==> src/rtl/pattern_collector.sv <==
// pattern_collector: gathers 4-bit results from row-interleaved solver lanes,
// buffers each lane in its own FIFO and replays them as one raster-order
// pixel stream with a valid/ready handshake. frame_done marks the end of frame.
module pattern_collector #(
  parameter int NUM_SOLVERS = 1,
  parameter int DEPTH       = 16,
  parameter int COORD_W     = 12
) (
  input  logic                     clock,
  input  logic                     reset,
  input  logic                     start,
  input  logic [COORD_W-1:0]       frame_w,
  input  logic [COORD_W-1:0]       frame_h,
  input  logic [NUM_SOLVERS-1:0]   solver_ready,
  input  logic [4*NUM_SOLVERS-1:0] solver_out,
  output logic                     pix_valid,
  input  logic                     pix_ready,
  output logic [3:0]               pix_data,
  output logic [COORD_W-1:0]       pix_x,
  output logic [COORD_W-1:0]       pix_y,
  output logic                     frame_done,
  output logic [NUM_SOLVERS-1:0]   overflow
);

  localparam int AW = $clog2(DEPTH);
  localparam int LW = (NUM_SOLVERS > 1) ? $clog2(NUM_SOLVERS) : 1;
  localparam logic [AW:0]        FULL      = (AW+1)'(DEPTH);
  localparam logic [LW-1:0]      LAST_LANE = LW'(NUM_SOLVERS - 1);
  localparam logic [COORD_W-1:0] ONE       = COORD_W'(1);

  typedef enum logic [1:0] {
    IDLE = 2'd0,
    RUN  = 2'd1,
    DONE = 2'd2
  } state_t;

  state_t               state;
  logic [3:0]           mem    [NUM_SOLVERS][DEPTH];
  logic [AW-1:0]        wr_ptr [NUM_SOLVERS];
  logic [AW-1:0]        rd_ptr [NUM_SOLVERS];
  logic [AW:0]          count  [NUM_SOLVERS];
  logic [COORD_W-1:0]   col;
  logic [COORD_W-1:0]   row;
  logic [COORD_W-1:0]   w_lat;
  logic [COORD_W-1:0]   h_lat;
  logic [LW-1:0]        lane;
  logic                 accept;
  logic                 last_col;
  logic                 last_row;
  logic [NUM_SOLVERS-1:0] push;
  logic [NUM_SOLVERS-1:0] pop;
  logic [NUM_SOLVERS-1:0] push_ok;

  assign pix_x = col;
  assign pix_y = row;

  // Handshake, head-of-FIFO fall-through and per-lane push/pop decisions.
  always_comb begin
    pix_valid = (state == RUN) && (count[lane] != (AW+1)'(0));
    pix_data  = mem[lane][rd_ptr[lane]];
    accept    = pix_valid && pix_ready && !start;
    last_col  = (col == (w_lat - ONE));
    last_row  = (row == (h_lat - ONE));
    push      = '0;
    pop       = '0;
    push_ok   = '0;
    for (int k = 0; k < NUM_SOLVERS; k++) begin
      push[k]    = (state == RUN) && !start && solver_ready[k];
      pop[k]     = accept && (lane == LW'(k));
      // A full FIFO still takes a push when its head leaves in the same cycle.
      push_ok[k] = push[k] && ((count[k] != FULL) || pop[k]);
    end
  end

  // FIFO pointers, occupancy counts and sticky overflow flags.
  always_ff @(posedge clock or posedge reset) begin
    if (reset) begin
      for (int k = 0; k < NUM_SOLVERS; k++) begin
        wr_ptr[k] <= {AW{1'b0}};
        rd_ptr[k] <= {AW{1'b0}};
        count[k]  <= {(AW+1){1'b0}};
      end
      overflow <= {NUM_SOLVERS{1'b0}};
    end else if (start) begin
      for (int k = 0; k < NUM_SOLVERS; k++) begin
        wr_ptr[k] <= {AW{1'b0}};
        rd_ptr[k] <= {AW{1'b0}};
        count[k]  <= {(AW+1){1'b0}};
      end
      overflow <= {NUM_SOLVERS{1'b0}};
    end else begin
      for (int k = 0; k < NUM_SOLVERS; k++) begin
        if (push_ok[k]) wr_ptr[k] <= wr_ptr[k] + AW'(1);
        if (pop[k])     rd_ptr[k] <= rd_ptr[k] + AW'(1);
        if (push_ok[k] && !pop[k])      count[k] <= count[k] + (AW+1)'(1);
        else if (pop[k] && !push_ok[k]) count[k] <= count[k] - (AW+1)'(1);
        if (push[k] && !push_ok[k])     overflow[k] <= 1'b1;
      end
    end
  end

  // FIFO storage; contents need no reset because counts gate every read.
  always_ff @(posedge clock) begin
    for (int k = 0; k < NUM_SOLVERS; k++) begin
      if (push_ok[k]) mem[k][wr_ptr[k]] <= solver_out[4*k +: 4];
    end
  end

  // Frame sequencer: raster counters, active lane and frame_done.
  always_ff @(posedge clock or posedge reset) begin
    if (reset) begin
      state      <= IDLE;
      col        <= {COORD_W{1'b0}};
      row        <= {COORD_W{1'b0}};
      lane       <= {LW{1'b0}};
      w_lat      <= {COORD_W{1'b0}};
      h_lat      <= {COORD_W{1'b0}};
      frame_done <= 1'b0;
    end else if (start) begin
      state      <= RUN;
      col        <= {COORD_W{1'b0}};
      row        <= {COORD_W{1'b0}};
      lane       <= {LW{1'b0}};
      w_lat      <= frame_w;
      h_lat      <= frame_h;
      frame_done <= 1'b0;
    end else begin
      case (state)
        RUN: begin
          if (accept) begin
            if (last_col && last_row) begin
              // Final pixel: counters hold on the last coordinate.
              state      <= DONE;
              frame_done <= 1'b1;
            end else if (last_col) begin
              col  <= {COORD_W{1'b0}};
              row  <= row + ONE;
              lane <= (lane == LAST_LANE) ? {LW{1'b0}} : lane + LW'(1);
            end else begin
              col <= col + ONE;
            end
          end
        end
        IDLE:    state <= IDLE;
        DONE:    state <= DONE;
        default: state <= IDLE;
      endcase
    end
  end

endmodule
==> config.mk <==
export PLATFORM = sky130hd
export DESIGN_NAME = pattern_collector
export DESIGN_NICKNAME = d
export VERILOG_FILES = /design/src/rtl/pattern_collector.sv
export SDC_FILE = /design/constraint.sdc
export NUM_CORES = 1
export LEC_CHECK = 0
export ABC_AREA = 1
export CAP_MARGIN = 0
export CORE_ASPECT_RATIO = 1.2
export CORE_MARGIN = 2
export CORE_UTILIZATION = 30
export DETAILED_ROUTE_END_ITERATION = 8
export PLACE_DENSITY_LB_ADDON = 0.1
export SLEW_MARGIN = 20
export SYNTH_ARGS = -nofsm -noshare
export SYNTH_HDL_FRONTEND = slang
export SYNTH_SLANG_ARGS = --single-unit
==> constraint.sdc <==
create_clock -name clock -period 2.4 [get_ports clock]
set_input_delay 0.72 -clock clock [delete_from_list [all_inputs] [get_ports clock]]
set_output_delay 0.72 -clock clock [all_outputs]
set_load 0.005 [all_outputs]
== Yosys cells after proc, flatten, opt, wreduce, memory -nomap -nowiden ==
Memory sizes are Yosys's and may differ from the RTL's.
Cells that the tools add are included.

* Register bits after elaboration: 66
* Memories kept: 1
* Bits in writable memories: 64
* Output and inout port bits: 31
* Logic and storage cells: 107

* Reduce and logical (&&, ||, !) cells: 29
* Add/sub/neg operators: 9
* Bitwise operators: 3
* Eq/ne operators: 8
* Multiplexer cells: 42
* Order comparisons: 4

{| class="wikitable"
|+ Memory list
! name !! words !! bits a word !! rd ports !! clocked after Yosys merged registers in !! wr ports !! RTL line !! text
|-
| mem || 1 || 64 || 1 || 0 || 1 || 38 || <nowiki>logic [3:0] mem [NUM_SOLVERS][DEPTH];</nowiki>
|}

{| class="wikitable"
|+ Operators with widths
! operator !! count
|-
| $mux W12 || 10
|-
| $mux W64 || 1
|-
| $mux W4 || 8
|-
| $add A12 B1 Y12 const B || 2
|-
| $eq A12 B12 Y1 || 2
|-
| $sub A12 B1 Y12 const B || 2
|-
| $mux W5 || 4
|-
| $bmux W4 S4 || 1
|-
| $demux W4 S4 || 1
|-
| $reduce_bool A2 Y1 || 7
|-
| $mux W1 || 13
|-
| $logic_and A1 B1 Y1 || 12
|-
| $ge A5 B5 Y1 const B || 2
|-
| $not A4 Y5 || 2
|-
| $add A4 B1 Y4 const B || 2
|-
| $mux W2 || 3
|-
| $reduce_and A3 Y1 || 2
|-
| $add A5 B1 Y5 const B || 1
|-
| $lt A5 B1 Y1 const B || 1
|-
| $ne A5 B5 Y1 const B || 1
|-
| $reduce_bool A5 Y1 || 1
|-
| $sub A5 B1 Y5 const B || 1
|-
| $pmux W2 S2 || 1
|-
| $reduce_and A4 Y1 || 1
|-
| other kinds (12) || 14
|}

== Logic depth before layout (Yosys ltp) ==
* Depth in word-level cells: 14
* Gate-level depth with buffers: 17
* Mapped depth without buffers: 16

== Worst setup path after synthesis ==
Ideal clock, no wire load.

* Path type: input port to flip-flop
* From: input port start
* To: register count[4] (netlist name)
* Library setup time: 0.119 ns
* Stages on the path: 12
* Arrival time: 2.640 ns
* Setup slack: -0.359 ns
* Cell sequence: clkbuf_1 o311ai_0 nand2_1 nor2_1 inv_1 fa_1 nand3_1 nand2_1 xor2_1 xor2_1 nand3_1 nand2_1

* Longest elaborated chain between the ends: 8

{| class="wikitable"
|+ RTL lines
! what !! RTL line !! text
|-
| start: declaration || 11 || <nowiki>input logic start,</nowiki>
|-
| $logic_not A1 Y1 || 61, 68 ||
|-
| $logic_and A1 B1 Y1 || 61 || <nowiki>accept = pix_valid && pix_ready && !start;</nowiki>
|-
| $logic_and A1 B1 Y1 || 69 || <nowiki>pop[k] = accept && (lane == LW'(k));</nowiki>
|-
| $logic_or A1 B1 Y1 || 71 || <nowiki>push_ok[k] = push[k] && ((count[k] != FULL) || pop[k]);</nowiki>
|-
| $logic_and A1 B1 Y1 || 71 ||
|-
| $logic_and A1 B1 Y1 / $logic_not A1 Y1 (equally long branches) || 95, 96 ||
|-
| $mux W5 / $logic_and A1 B1 Y1 (equally long branches) || 95, 96 ||
|-
| $mux W5 / $reduce_bool A3 Y1 (equally long branches) || -- ||
|-
| end signal: indexed assignment || 88 || <nowiki>count[k] <= {(AW+1){1'b0}};</nowiki>
|-
| end signal: indexed assignment || 95 || <nowiki>if (push_ok[k] && !pop[k]) count[k] <= count[k] + (AW+1)'(1);</nowiki>
|-
| end signal: indexed assignment || 96 || <nowiki>else if (pop[k] && !push_ok[k]) count[k] <= count[k] - (AW+1)'(1);</nowiki>
|-
| end: declaration || 41 || <nowiki>logic [AW:0] count [NUM_SOLVERS];</nowiki>
|}

Several ways; a longest one is shown, not always the timed one.
A chain may end at the register's enable or synchronous reset.

== Final worst setup path ==
* From: register rd_ptr[0] (netlist name)
* To: output port pix_data[2]

* Longest elaborated chain between the ends: 5

{| class="wikitable"
|+ RTL lines
! what !! RTL line !! text
|-
| start: declaration || 40 || <nowiki>logic [AW-1:0] rd_ptr [NUM_SOLVERS];</nowiki>
|-
| start signal: indexed assignment || 80 || <nowiki>rd_ptr[k] <= {AW{1'b0}};</nowiki>
|-
| start signal: indexed assignment || 87 || <nowiki>rd_ptr[k] <= {AW{1'b0}};</nowiki>
|-
| start signal: indexed assignment || 94 || <nowiki>if (pop[k]) rd_ptr[k] <= rd_ptr[k] + AW'(1);</nowiki>
|-
| $mux W4 (implied by the code) || 60 || <nowiki>pix_data = mem[lane][rd_ptr[lane]];</nowiki>
|-
| $not A4 Y5 (implied by the code) || 60 ||
|-
| $bmux W4 S4 || 60 ||
|-
| $mux W4 (implied by the code) (2 in series) || 60 ||
|-
| end: declaration || 18 || <nowiki>output logic [3:0] pix_data,</nowiki>
|}

No other way between the ends. The select of a mux whose other input is x is not followed.

==> results_dict.tcl <==
set metrics [dict create \
    outcome "finished with violations" \
    failed_checks "setup timing" \
    drive_gt1_share_pct 20.2 \
    register_to_register_setup_slack_ns 0.15 \
    count_of_tritonroute_iterations_in_the_first_routing_pass 4 \
    initial_antenna_violation_count 0 \
    drtAntennaViolNets 0 \
    place_worst_setup_slack_ns -0.540 \
    num_antenna_cells 0 \
    pwr_density_cell_nw_per_um2 780 \
    ys_seq_elements 129 \
    synth_area_leaders "sky130_fd_sc_hd__edfxtp_1 27%, sky130_fd_sc_hd__dfrtp_1 23%, sky130_fd_sc_hd__nand2_1 12%, sky130_fd_sc_hd__nand3_1 5.3%, sky130_fd_sc_hd__inv_1 4.7%" \
    yosysMostFrequentCell "sky130_fd_sc_hd__nand2_1" \
    placementRows 61 \
    vias 5944 \
    total_cts_buffers 17 \
    max_fanout_on_critical_path 5 \
    setup_ws_ns -0.207 \
    die-width_um 144 \
    finalSetupViolCount 4 \
    fillerInstances 2385 \
    grt_max_degree 39 \
    synth.yosys.warnings 0 \
    highest_achievable_clock_rate_mhz 384 \
    num-nets-final 1036 \
    final-seq-area_um2 3550 \
    use_met1_pct 20.9 \
    post_synthesis_mean_instance_area_um2 8.36 \
    design_power_total_mw 7.63 \
    synthArstFlopShare_pct 50.4 \
    cts.reportedPaths.clkPinSlew_ns 0.06 \
    placed_cells 1266 \
    timing.critical_path.cells "buf_6, buf_12, mux2i_1, o211ai_1, o211ai_1, nand2_1, buf_2" \
    cp-start-kind "flop" \
    fin_crit_ns 2.61 \
    crit_path_max_incr_delay_ns 0.44 \
    hold_violations 0 \
    die-area_um2 24900 \
    hold_path_end "w_lat[11]" \
    met3_usage_pct 3.07 \
    initial_utilization_pct 30.6 \
    maxSlewViolCount 0 \
    drv.max_cap_violation_count 0 \
    grt_util_met2_pct 28.6 \
    die_y_um 172 \
    grt_pass1_wl_mm 31.6 \
    vias_per_cell 4.52 \
    synth_cells 849 \
    cts-root-buf "sky130_fd_sc_hd__clkbuf_16" \
    max_slew_margin_pct 68.4 \
    globalRouteOverflowTotal 0 \
    syn2layout_area_growth_pct 38.0 \
    dp_hpwl_mm 13.4 \
    critical-path-slowest-cell "sky130_fd_sc_hd__dfrtp_2" \
    synth_enable_flop_cells 64 \
    ff2ff_path_depth 16 \
    pin_count 64 \
    clock_latency_late_sink_ns 0.43 \
    yosys.area.top_type "sky130_fd_sc_hd__edfxtp_1" \
    regToRegEndpoint "pix_x[9]" \
    ys_top_cells_by_count "236 x sky130_fd_sc_hd__nand2_1, 89 x sky130_fd_sc_hd__inv_1, 84 x sky130_fd_sc_hd__nor2_1" \
    yosys_most_used_dff "sky130_fd_sc_hd__dfrtp_1" \
    syn_nets 897 \
    post_layout_nonfiller_instances 1316 \
    detail_route.wl_per_cell_um 14.9 \
    holdCritStartpoint "w_lat[11]" \
    synth.cell_area_um2 7090 \
    clock_skew_ns 0.0123 \
    fin_crit_sh_pct 109 \
    core_area_um2 23200 \
    crit_arrival_ns 1.89 \
    worstSetupPathType "reg -> out" \
    grt_use_total_pct 16.6 \
    numPortBuffers 63 \
    cts_tree "done" \
    startpoint_of_the_worst_slack_reg_to_reg_timing_path "w_lat[0]" \
    cpMostUsedCell "sky130_fd_sc_hd__o211ai_1" \
    final.setup.tns_ns -0.686 \
    ctsHoldBuffers 0 \
    required_ns 1.68 \
    total_leakage_power_nw 4.29 \
    multi_input_comb_area_um2 3370 \
    synth_top_area_share_pct 27.1 \
    grt_setup_unrepaired "true" \
    part_of_the_yosys_area_used_for_sequential_elements_pct 50.0 \
    gpl.final_weighted_congestion 0.782 \
    clk_path_buf_depth 2 \
    irDropWorstVdd_mv 0.509 \
    maximum_level_of_the_cts_h_tree 4 \
    timing.critical_path.to_type "primary output" \
    worst_pin_slew_ns 0.469 \
    gr-max-usage-layer "met2" \
    drt_wl_total_mm 19.6 \
    clock-sinks 129 \
    yosys.cell_types.count 36 \
    drc 0 \
    first_iter_violations 282 \
    min_delay_path_depth 2 \
    worst_hold_path_type "reg -> reg" \
    grt_pass1_vias 6013 \
]
## metal layers
metal / up-vias / part of all wire, %
met1: 2776 / 45
met4: 0 / 1.9
met3: 29 / 2.5
li1: 3056 / -
met2: 83 / 50
met5: - / 0
## flip-flops by register name, indices dropped and copies added (netlist names)
signal	cells
mem	64
h_lat	12
pix_x	12
pix_y	12
w_lat	12
count	5
rd_ptr	4
wr_ptr	4
state	2
frame_done	1
overflow	1
## layout by cell type, fill, tap and decap left out, types with 4 or more instances in the layout
cell type,instances
sky130_fd_sc_hd__o211ai_1,16
sky130_fd_sc_hd__buf_4,68
sky130_fd_sc_hd__o21ai_2,7
sky130_fd_sc_hd__nor3_1,7
sky130_fd_sc_hd__ha_1,10
sky130_fd_sc_hd__buf_12,5
sky130_fd_sc_hd__mux2i_1,16
sky130_fd_sc_hd__ha_4,4
sky130_fd_sc_hd__buf_16,4
sky130_fd_sc_hd__buf_6,5
sky130_fd_sc_hd__a21oi_1,15
sky130_fd_sc_hd__clkdlybuf4s50_1,56
sky130_fd_sc_hd__bufinv_16,5
sky130_fd_sc_hd__dfrtp_1,62
sky130_fd_sc_hd__nand2_1,228
sky130_fd_sc_hd__inv_1,83
sky130_fd_sc_hd__o21ai_0,28
sky130_fd_sc_hd__nand4_1,6
sky130_fd_sc_hd__nand3_1,69
sky130_fd_sc_hd__nor2_4,7
sky130_fd_sc_hd__nor2_2,12
sky130_fd_sc_hd__xnor2_1,8
sky130_fd_sc_hd__a21oi_2,6
sky130_fd_sc_hd__nor2_1,75
sky130_fd_sc_hd__xor2_1,29
sky130_fd_sc_hd__nand2_2,10
sky130_fd_sc_hd__clkbuf_16,19
sky130_fd_sc_hd__edfxtp_1,64
sky130_fd_sc_hd__inv_6,5
sky130_fd_sc_hd__inv_2,8
sky130_fd_sc_hd__buf_2,5
sky130_fd_sc_hd__nand3_2,7
sky130_fd_sc_hd__o21ai_1,13
## stage by stage
| step | utilization [%] | instance area [µm²] | hold WS (ns) |
|---|---|---|---|
| 3_3_place_gp | 37.1 | 8610 | 0.478 |
| 4_1_cts | 40.8 | 9480 | 0.498 |
| 6_report | 42.2 | 9790 | 0.494 |
| 2_1_floorplan | - | 7180 | 0.461 |
| 5_1_grt | 42.2 | 9790 | 0.534 |
| 3_5_place_dp | 37.1 | 8610 | 0.483 |
## worst max path at each step
stage	from	slack [ns]	depth (start not counted)	to
final	rd_ptr[0]	-0.21	7	pix_data[2]
after global routing	rd_ptr[0]	-0.26	7	pix_data[3]
after CTS	rd_ptr[0]	-0.20	7	pix_data[2]
after detailed placement	pix_ready	-0.54	13	count[4]
after global placement	pix_ready	-0.52	13	count[4]
after floorplan	start	-0.03	12	count[4]
## kinds of logic (layout without fill, tap and decap cells)
kind of cell,count (synthesis),count (layout),share of synthesized area [%]
and+or+nand+nor,434,435,26.0
DFF,129,129,50.0
buffers and inverters,124,275,6.90
AOI/OAI and AO/OA,92,92,7.23
xor gates and xnor gates,38,38,4.69
muxes,17,17,2.40
adders and majority gates,15,15,2.75
## worst max-delay path: cells and delay by family, from the launching register on
kind                   cells  cell delay (ns)
AOI/OAI and AO/OA          2             0.44
and+or+nand+nor            1             0.08
buffers and inverters      3             0.39
muxes                      1             0.11
DFF                        1             0.44
## timing repair
item	4_1_cts	5_1_grt
resized for setup	57	54
pin swaps	25	38
buffers inserted	5	7
cloned	4	3
endpoints found under the setup margin	7	77
## power breakdown
group	switching [mW]	leakage [nW]	internal, mW	total [mW]
logic	1.06	2.56	1.07	2.13
clock network	1.06	0.309	1.86	2.92
registers	0.143	1.42	2.44	2.58
## final cells by class
type,instances,area share (%)
multi-input combinational,597,34.4
timing repair buffer,149,15.0
inverter,94,3.65
clock buffer,18,4.38
clock inverter,14,2.30
sequential,129,36.3
tap,315,4.02
Note: power is estimated with default switching activity, not from simulation.
